**src/rtl/alu_req_driver_if.sv**
```systemverilog
// Bundle of request, ALU-side and response signals for alu_req_driver.
// master is the driver's view; slave is the surrounding environment (requester, ALU, consumer).
interface alu_req_driver_if #(
  parameter int DATA_W     = 8,
  parameter int CTL_W      = 5,
  parameter int RESP_DEPTH = 4
);
  localparam int CW = $clog2(RESP_DEPTH) + 1;

  logic              req_valid;
  logic              req_ready;
  logic [DATA_W-1:0] req_a;
  logic [DATA_W-1:0] req_b;
  logic              req_cin;
  logic [CTL_W-1:0]  req_ctl;
  logic              valid_in;
  logic [DATA_W-1:0] a;
  logic [DATA_W-1:0] b;
  logic              cin;
  logic [CTL_W-1:0]  ctl;
  logic              valid_out;
  logic [DATA_W-1:0] alu;
  logic              carry;
  logic              zero;
  logic              rsp_valid;
  logic              rsp_ready;
  logic [DATA_W-1:0] rsp_alu;
  logic              rsp_carry;
  logic              rsp_zero;
  logic [CW-1:0]     outstanding;
  logic              err_spurious;
  logic              err_timeout;

  modport master (
    input  req_valid, req_a, req_b, req_cin, req_ctl,
    output req_ready,
    output valid_in, a, b, cin, ctl,
    input  valid_out, alu, carry, zero,
    output rsp_valid, rsp_alu, rsp_carry, rsp_zero,
    input  rsp_ready,
    output outstanding, err_spurious, err_timeout
  );

  modport slave (
    output req_valid, req_a, req_b, req_cin, req_ctl,
    input  req_ready,
    input  valid_in, a, b, cin, ctl,
    output valid_out, alu, carry, zero,
    input  rsp_valid, rsp_alu, rsp_carry, rsp_zero,
    output rsp_ready,
    input  outstanding, err_spurious, err_timeout
  );
endinterface

```
**src/rtl/alu_req_driver.sv**
```systemverilog
// Initiator for the ALU operand/result interface: credit-limited issue, in-flight tracking,
// FWFT response buffer and sticky spurious/timeout error flags.
module alu_req_driver #(
  parameter int DATA_W     = 8,
  parameter int CTL_W      = 5,
  parameter int RESP_DEPTH = 4,
  parameter int TIMEOUT    = 16
) (
  input logic             clk,
  input logic             reset,
  alu_req_driver_if.master bus
);
  localparam int CW = $clog2(RESP_DEPTH) + 1;
  localparam int PW = $clog2(RESP_DEPTH);
  localparam int TW = $clog2(TIMEOUT + 1);
  localparam logic [CW-1:0] DEPTH_C   = CW'(RESP_DEPTH);
  localparam logic [TW-1:0] TIMEOUT_C = TW'(TIMEOUT);

  typedef struct packed {
    logic [DATA_W-1:0] alu;
    logic              carry;
    logic              zero;
  } rsp_t;

  function automatic logic [TW-1:0] sat_inc(input logic [TW-1:0] v);
    return (v >= TIMEOUT_C) ? TIMEOUT_C : v + TW'(1);
  endfunction

  logic              vin_p1;
  logic [DATA_W-1:0] a_p1;
  logic [DATA_W-1:0] b_p1;
  logic              cin_p1;
  logic [CTL_W-1:0]  ctl_p1;
  logic [CW-1:0]     outstanding_p1;
  logic [CW-1:0]     count_p1;
  logic [PW-1:0]     wr_ptr_p1;
  logic [PW-1:0]     rd_ptr_p1;
  rsp_t              mem_p1 [RESP_DEPTH];
  logic [TW-1:0]     tcnt_p1;
  logic              err_spur_p1;
  logic              err_to_p1;

  logic [CW-1:0] credit_used;
  logic [CW-1:0] outstanding_next;
  logic [CW-1:0] count_next;
  logic [TW-1:0] tcnt_next;
  logic          ready;
  logic          accept;
  logic          capture;
  logic          spurious;
  logic          pop;

  // Stage 0: handshake decisions from registered state and current inputs
  always_comb begin
    credit_used = outstanding_p1 + count_p1;
    ready       = !reset && !err_to_p1 && (credit_used < DEPTH_C);
    accept      = bus.req_valid && ready;
    // An op accepted this edge has not reached the ALU yet, so it cannot own this result.
    capture     = bus.valid_out && (outstanding_p1 != '0);
    spurious    = bus.valid_out && (outstanding_p1 == '0);
    pop         = (count_p1 != '0) && bus.rsp_ready;
    tcnt_next   = ((outstanding_p1 == '0) || capture) ? '0 : sat_inc(tcnt_p1);

    outstanding_next = outstanding_p1;
    case ({accept, capture})
      2'b10:   outstanding_next = outstanding_p1 + CW'(1);
      2'b01:   outstanding_next = outstanding_p1 - CW'(1);
      default: outstanding_next = outstanding_p1;
    endcase

    count_next = count_p1;
    case ({capture, pop})
      2'b10:   count_next = count_p1 + CW'(1);
      2'b01:   count_next = count_p1 - CW'(1);
      default: count_next = count_p1;
    endcase
  end

  // Stage 1: issue registers, credit/FIFO state, timeout and error flags
  always_ff @(posedge clk) begin
    if (reset) begin
      vin_p1         <= 1'b0;
      a_p1           <= '0;
      b_p1           <= '0;
      cin_p1         <= 1'b0;
      ctl_p1         <= '0;
      outstanding_p1 <= '0;
      count_p1       <= '0;
      wr_ptr_p1      <= '0;
      rd_ptr_p1      <= '0;
      tcnt_p1        <= '0;
      err_spur_p1    <= 1'b0;
      err_to_p1      <= 1'b0;
      for (int i = 0; i < RESP_DEPTH; i++) mem_p1[i] <= '0;
    end else begin
      vin_p1 <= accept;
      if (accept) begin
        a_p1   <= bus.req_a;
        b_p1   <= bus.req_b;
        cin_p1 <= bus.req_cin;
        ctl_p1 <= bus.req_ctl;
      end
      outstanding_p1 <= outstanding_next;
      count_p1       <= count_next;
      if (capture) begin
        mem_p1[wr_ptr_p1] <= '{alu: bus.alu, carry: bus.carry, zero: bus.zero};
        wr_ptr_p1         <= wr_ptr_p1 + PW'(1);
      end
      if (pop) rd_ptr_p1 <= rd_ptr_p1 + PW'(1);
      tcnt_p1 <= tcnt_next;
      if (tcnt_next == TIMEOUT_C) err_to_p1 <= 1'b1;
      if (spurious) err_spur_p1 <= 1'b1;
    end
  end

  assign bus.req_ready    = ready;
  assign bus.valid_in     = vin_p1;
  assign bus.a            = a_p1;
  assign bus.b            = b_p1;
  assign bus.cin          = cin_p1;
  assign bus.ctl          = ctl_p1;
  assign bus.rsp_valid    = (count_p1 != '0);
  assign bus.rsp_alu      = mem_p1[rd_ptr_p1].alu;
  assign bus.rsp_carry    = mem_p1[rd_ptr_p1].carry;
  assign bus.rsp_zero     = mem_p1[rd_ptr_p1].zero;
  assign bus.outstanding  = outstanding_p1;
  assign bus.err_spurious = err_spur_p1;
  assign bus.err_timeout  = err_to_p1;
endmodule

```
**src/flat_wrapper.sv**
```systemverilog
// flat-port wrapper written by rule: the top's interface ports become plain ports
module alu_req_driver_flat 
#(
  parameter int DATA_W     = 8,
  parameter int CTL_W      = 5,
  parameter int RESP_DEPTH = 4,
  parameter int TIMEOUT    = 16
)
  (clk, reset, bus_req_valid, bus_req_a, bus_req_b, bus_req_cin, bus_req_ctl, bus_req_ready, bus_valid_in, bus_a, bus_b, bus_cin, bus_ctl, bus_valid_out, bus_alu, bus_carry, bus_zero, bus_rsp_valid, bus_rsp_alu, bus_rsp_carry, bus_rsp_zero, bus_rsp_ready, bus_outstanding, bus_err_spurious, bus_err_timeout);
  alu_req_driver_if #(.DATA_W(DATA_W), .CTL_W(CTL_W), .RESP_DEPTH(RESP_DEPTH)) bus_i ();
  input logic clk;
  input logic reset;
  input wire logic [$bits(bus_i.req_valid)-1:0] bus_req_valid;
  input wire logic [$bits(bus_i.req_a)-1:0] bus_req_a;
  input wire logic [$bits(bus_i.req_b)-1:0] bus_req_b;
  input wire logic [$bits(bus_i.req_cin)-1:0] bus_req_cin;
  input wire logic [$bits(bus_i.req_ctl)-1:0] bus_req_ctl;
  output wire logic [$bits(bus_i.req_ready)-1:0] bus_req_ready;
  output wire logic [$bits(bus_i.valid_in)-1:0] bus_valid_in;
  output wire logic [$bits(bus_i.a)-1:0] bus_a;
  output wire logic [$bits(bus_i.b)-1:0] bus_b;
  output wire logic [$bits(bus_i.cin)-1:0] bus_cin;
  output wire logic [$bits(bus_i.ctl)-1:0] bus_ctl;
  input wire logic [$bits(bus_i.valid_out)-1:0] bus_valid_out;
  input wire logic [$bits(bus_i.alu)-1:0] bus_alu;
  input wire logic [$bits(bus_i.carry)-1:0] bus_carry;
  input wire logic [$bits(bus_i.zero)-1:0] bus_zero;
  output wire logic [$bits(bus_i.rsp_valid)-1:0] bus_rsp_valid;
  output wire logic [$bits(bus_i.rsp_alu)-1:0] bus_rsp_alu;
  output wire logic [$bits(bus_i.rsp_carry)-1:0] bus_rsp_carry;
  output wire logic [$bits(bus_i.rsp_zero)-1:0] bus_rsp_zero;
  input wire logic [$bits(bus_i.rsp_ready)-1:0] bus_rsp_ready;
  output wire logic [$bits(bus_i.outstanding)-1:0] bus_outstanding;
  output wire logic [$bits(bus_i.err_spurious)-1:0] bus_err_spurious;
  output wire logic [$bits(bus_i.err_timeout)-1:0] bus_err_timeout;
  assign bus_i.req_valid = bus_req_valid;
  assign bus_i.req_a = bus_req_a;
  assign bus_i.req_b = bus_req_b;
  assign bus_i.req_cin = bus_req_cin;
  assign bus_i.req_ctl = bus_req_ctl;
  assign bus_req_ready = bus_i.req_ready;
  assign bus_valid_in = bus_i.valid_in;
  assign bus_a = bus_i.a;
  assign bus_b = bus_i.b;
  assign bus_cin = bus_i.cin;
  assign bus_ctl = bus_i.ctl;
  assign bus_i.valid_out = bus_valid_out;
  assign bus_i.alu = bus_alu;
  assign bus_i.carry = bus_carry;
  assign bus_i.zero = bus_zero;
  assign bus_rsp_valid = bus_i.rsp_valid;
  assign bus_rsp_alu = bus_i.rsp_alu;
  assign bus_rsp_carry = bus_i.rsp_carry;
  assign bus_rsp_zero = bus_i.rsp_zero;
  assign bus_i.rsp_ready = bus_rsp_ready;
  assign bus_outstanding = bus_i.outstanding;
  assign bus_err_spurious = bus_i.err_spurious;
  assign bus_err_timeout = bus_i.err_timeout;
  alu_req_driver #(.DATA_W(DATA_W), .CTL_W(CTL_W), .RESP_DEPTH(RESP_DEPTH), .TIMEOUT(TIMEOUT)) u_core (.clk(clk), .reset(reset), .bus(bus_i));
endmodule
```
**config.mk**
```make
export PLATFORM = sky130hd
export DESIGN_NAME = alu_req_driver_flat
export DESIGN_NICKNAME = d
export VERILOG_FILES = /design/src/rtl/alu_req_driver_if.sv /design/src/rtl/alu_req_driver.sv /design/src/flat_wrapper.sv
export SDC_FILE = /design/constraint.sdc
export NUM_CORES = 1
export LEC_CHECK = 0
export BUFFER_PORTS_ARGS = -buffer_cell sky130_fd_sc_hd__buf_2
export CORE_MARGIN = 3
export CORE_UTILIZATION = 58
export DETAILED_ROUTE_END_ITERATION = 12
export GPL_TIMING_DRIVEN = 0
export PLACE_DENSITY_LB_ADDON = 0.25
export SLEW_MARGIN = 20
export SYNTH_ARGS = -nofsm -noshare
export SYNTH_HDL_FRONTEND = slang
export SYNTH_SLANG_ARGS = --single-unit
```
**constraint.sdc**
```tcl
create_clock -name clk -period 4.2 [get_ports clk]
set_input_delay 1.26 -clock clk [delete_from_list [all_inputs] [get_ports clk]]
set_output_delay 1.26 -clock clk [all_outputs]
set_load 0.005 [all_outputs]
```
==> results.txt <==
The signal on the critical path passes through buf_2 > buf_6 > nor3_1 > buf_2. The total of hold buffers inserted after clock tree synthesis is 0. The worst-case clock buffer depth is 2.

In this run the tightest slew margin relative to its limit is a little under three fifths. Entering global routing, the biggest net connects 14 pins. The total routing usage reported by global routing came out at approximately a fifth. The number of diodes is 0.

The final antenna-violating net count came out at 0. The number of maximum-capacitance violations came out at 0. The largest voltage drop on the vdd net came out at about 350 uV. The overall power after layout came out at roughly 2.3 mW. Summed over all cells, the static leakage comes to 1.86 nW.

Summed over all nets, the half-perimeter wirelength after detailed placement is ~4.8 mm. The effective utilization at floorplan is around three fifths. The data required time at the worst endpoint came out at 2.94 ns. The number of antenna violations at the first check in global routing came to 0. The number of different library cells used by synthesis comes to 35. The library cell used most frequently in the layout, excluding fill and tap cells, is buf_2. The final wirelength came out at roughly 7.0 mm.

After synthesis the netlist holds a flip-flop and latch count of between 80 and 90. Once the clock tree was built, the resizer swapped 0 gates to a different size. The number of nets handed over by synthesis was approximately 340.

The global routing stage identified its most utilized layer as met2. The ratio of final minimum period to clock period came out at around 76%. For met3 alone, demand over resource in global routing was 4.37%.

STA classifies the critical path startpoint as an input pin. The smallest clock period supported by the final layout is computed as 3.19 ns. The per-cell routed wire length came out at 15.0 um.

The worst register-to-register path begins at u_core.bus.outstanding[1]. The slew at the pin with the worst max-slew slack came out at roughly 0.66 ns. The number of remaining DRC errors came out at 0. The number of max-slew violations in the final report is 0. Together, buffers and inverters on the worst path number 3.

The wire length of the first global-routing pass is between 10 and 15 mm. Each instance of the synthesized netlist takes up on average about 12 um^2. The x dimension of the die is 85.4 um.

The total count of hold-check failures in the final report is 0. The startpoint identified for the worst hold timing path is u_core.tcnt_p1[0]. The number of global-route vias before repair came out at around 2500. For this run the aggregate overflow at the end of global routing stands at 0.

The endpoint of the lowest-slack register-to-register path is u_core.bus.outstanding[2]. The most frequent cell on the critical path is buf_2. In this design, the stage delay of the slowest critical-path cell is ~0.26 ns. In the post-synthesis netlist, the biggest area contributors are edfxtp_1 33%, dfxtp_1 23%, nand2b_1 7.7%, mux4_2 6.2%, mux2i_1 6.0%. The via count is about 2400. The clock tree from TritonCTS is yes. CTS placed an instance of clkbuf_8 at the clock tree root. The fraction of post-synthesis cell area in the top cell type by area is between 30% and 40%. The sequential fraction of the synthesis area came out at 55.8%. The arrival time of the worst setup path is between 1.5 and 2 ns.

The critical path's slowest cell is nor3_1. The run finished with clean final reports. The largest fanout on the critical path is 10.

The cell family contributing the most delay on the critical path is buffers and inverters. The synthesized netlist occupies a cell area of roughly 3700 um^2. Timing would allow up to between 300 and 400 MHz. The setup slack of the most critical reg-to-reg path came out at around 1.6 ns.

The final weighted congestion in routability-driven placement came out at between 0.7 and 0.8. Before antenna repair, the detailed router went through 4 iterations. The signed area change from the synthesized netlist to the final layout came out at 18.6%. The library cells used most frequently in the layout, excluding fill and tap cells, are 77 x buf_2, 45 x nand2b_1, 42 x dfxtp_1. The number of design-rule violations left by the first detailed-router iteration is ~130. The CTS H-tree depth came out at 3. The total CTS buffers is 9. The path type of the worst setup path is input pin to output port.

The number of nets in the finished design came out at around 430. STA classifies the critical path endpoint as an output port. The path class of the tightest hold or removal check is flop to flop.

The power density relative to cell area came out at between 500 and 600 nW/um^2. The placeable core region came out at 6030 um^2. After clock tree synthesis, the setup repair step added 0 buffers. The number of top-level pins is 77. Setup violations remaining at the end of the flow were counted as 0. The leading area contributor after synthesis is edfxtp_1. The clock-pin slew of the registers on the worst-case setup and hold paths came out at roughly 0.07 ns. The die covers roughly 7300 um^2.

For the final database, setup skew stands at approximately 0.0078 ns. The path with the worst hold slack has its endpoint at u_core.tcnt_p1[0]. The count of buffers inserted at the top-level ports is 76. Dividing the detail-routed via count by the number of cells gives between 5 and 6. The die height is 85.4 um. The clock sink count is about 80. Setup repair after global routing left no endpoint under its margin.

Measured in cells, the most critical reg-to-reg path has a length of 11. The global routing met1 resource utilization is a little over a quarter. The number of core rows is 28.

After technology mapping, the gate count stands at between 200 and 300. The warning count from the yosys run is 0. The sum of negative setup slack is 0 ns.

The met2 global-route usage came out at between 30% and 40%. Along the worst hold path, the cell count comes to 1. The fraction of final layout cells sized beyond drive strength 1 is 28.7%. The clock latency at the later pin of the worst-skew pair came out at around 0.35 ns.
[cell families (layout without fill, tap and decap cells)]
kind of cell / count (synthesis) / in the layout / share of synthesized area, %
buffers and inverters: 28 / 120 / 3.93
flip-flops: 82 / 82 / 55.8
AO/OA/AOI/OAI: 16 / 16 / 2.74
multiplexers: 32 / 32 / 12.2
adder cells (fa/ha/maj): 7 / 7 / 2.80
XOR/XNOR: 12 / 12 / 2.87
AND/OR/NAND/NOR: 121 / 121 / 19.7
[Yosys cell counts]
master	count
inv_1	12
a31oi_1	2
buf_1	1
nand3_1	1
mux2i_1	22
nor3b_1	1
fa_1	2
or4_1	1
edfxtp_1	40
buf_8	2
nor3b_2	1
and3_1	11
nand2_1	4
dfxtp_1	42
nor4_1	1
xor2_1	8
clkbuf_1	10
mux4_2	10
buf_6	2
nor3b_4	1
buf_2	1
nor3_1	3
and2_1	31
or3_1	1
a21oi_1	6
nand2b_1	45
xnor2_1	4
or3_2	2
nor2_1	18
ha_1	5
o21ai_0	3
a21o_1	1
o21bai_1	1
a31o_2	2
o31a_2	1
[worst max-delay path by stage]
stage / start / endpoint / slack [ns] / depth (start not counted)
3_5_place_dp: reset / bus_req_ready / 1.01 / 4
4_1_cts: reset / bus_req_ready / 1.01 / 4
2_1_floorplan: reset / bus_req_ready / 1.29 / 2
6_report: reset / bus_req_ready / 1.01 / 4
3_3_place_gp: reset / bus_req_ready / 1.02 / 4
5_1_grt: reset / bus_req_ready / 0.97 / 4
[layer usage]
metal	vias to the layer above	wire length, um
li1	1196	-
met1	1136	3050
met2	54	3490
met3	11	304
met4	0	130
met5	-	0
[per-stage QoR]
stage | instances | hold slack (ns) | setup WS (ns) | util, % | cell area, um^2
2_1_floorplan | 298 | 0.430 | 1.29 | - | 3660
3_3_place_gp | 449 | 0.441 | 1.02 | 68.6 | 4130
3_5_place_dp | 449 | 0.458 | 1.01 | 68.6 | 4130
5_1_grt | 465 | 0.500 | 0.967 | 72.1 | 4340
6_report | 465 | 0.471 | 1.01 | 72.1 | 4340
4_1_cts | 465 | 0.469 | 1.01 | 72.0 | 4340
[flip-flops by register name, summed over array words and instances (netlist names), named ones only]
signal,flops
u_core.bus.ctl,5
u_core.bus.b,8
u_core.wr_ptr_p1,2
u_core.bus.a,8
u_core.bus.err_spurious,1
u_core.bus.valid_in,1
u_core.bus.err_timeout,1
u_core.rd_ptr_p1,2
u_core.bus.outstanding,3
u_core.bus.cin,1
u_core.tcnt_p1,5
u_core.mem_p1,40
u_core.count_p1,3
[worst reg2reg max path, delay by kind of cell, from the launching register on]
kind	cells	cell delay (ns)
AOI/OAI and AO/OA	2	0.33
adders and majority gates	3	0.81
and+or+nand+nor	3	0.52
xor gates and xnor gates	2	0.38
buffers and inverters	1	0.06
DFF	1	0.41
[power by group]
part	leakage (nW)	total (mW)	switching [mW]	internal [mW]
Combinational	1.00	0.670	0.346	0.324
Sequential	0.759	1.04	0.0670	0.975
Clock	0.104	0.564	0.261	0.303
Total	1.86	2.28	0.674	1.60
[area by class of cell]
type	instances	area (um^2)
Tap cell	75	93.8
Timing Repair Buffer	76	380
Multi-Input combinational cell	188	1480
Inverter	12	45.0
Clock buffer	15	199
Fill cell	437	1680
Clock inverter	1	5.00
Buffer	16	98.8
Sequential cell	82	2040
(Power assumes the default switching activity.)
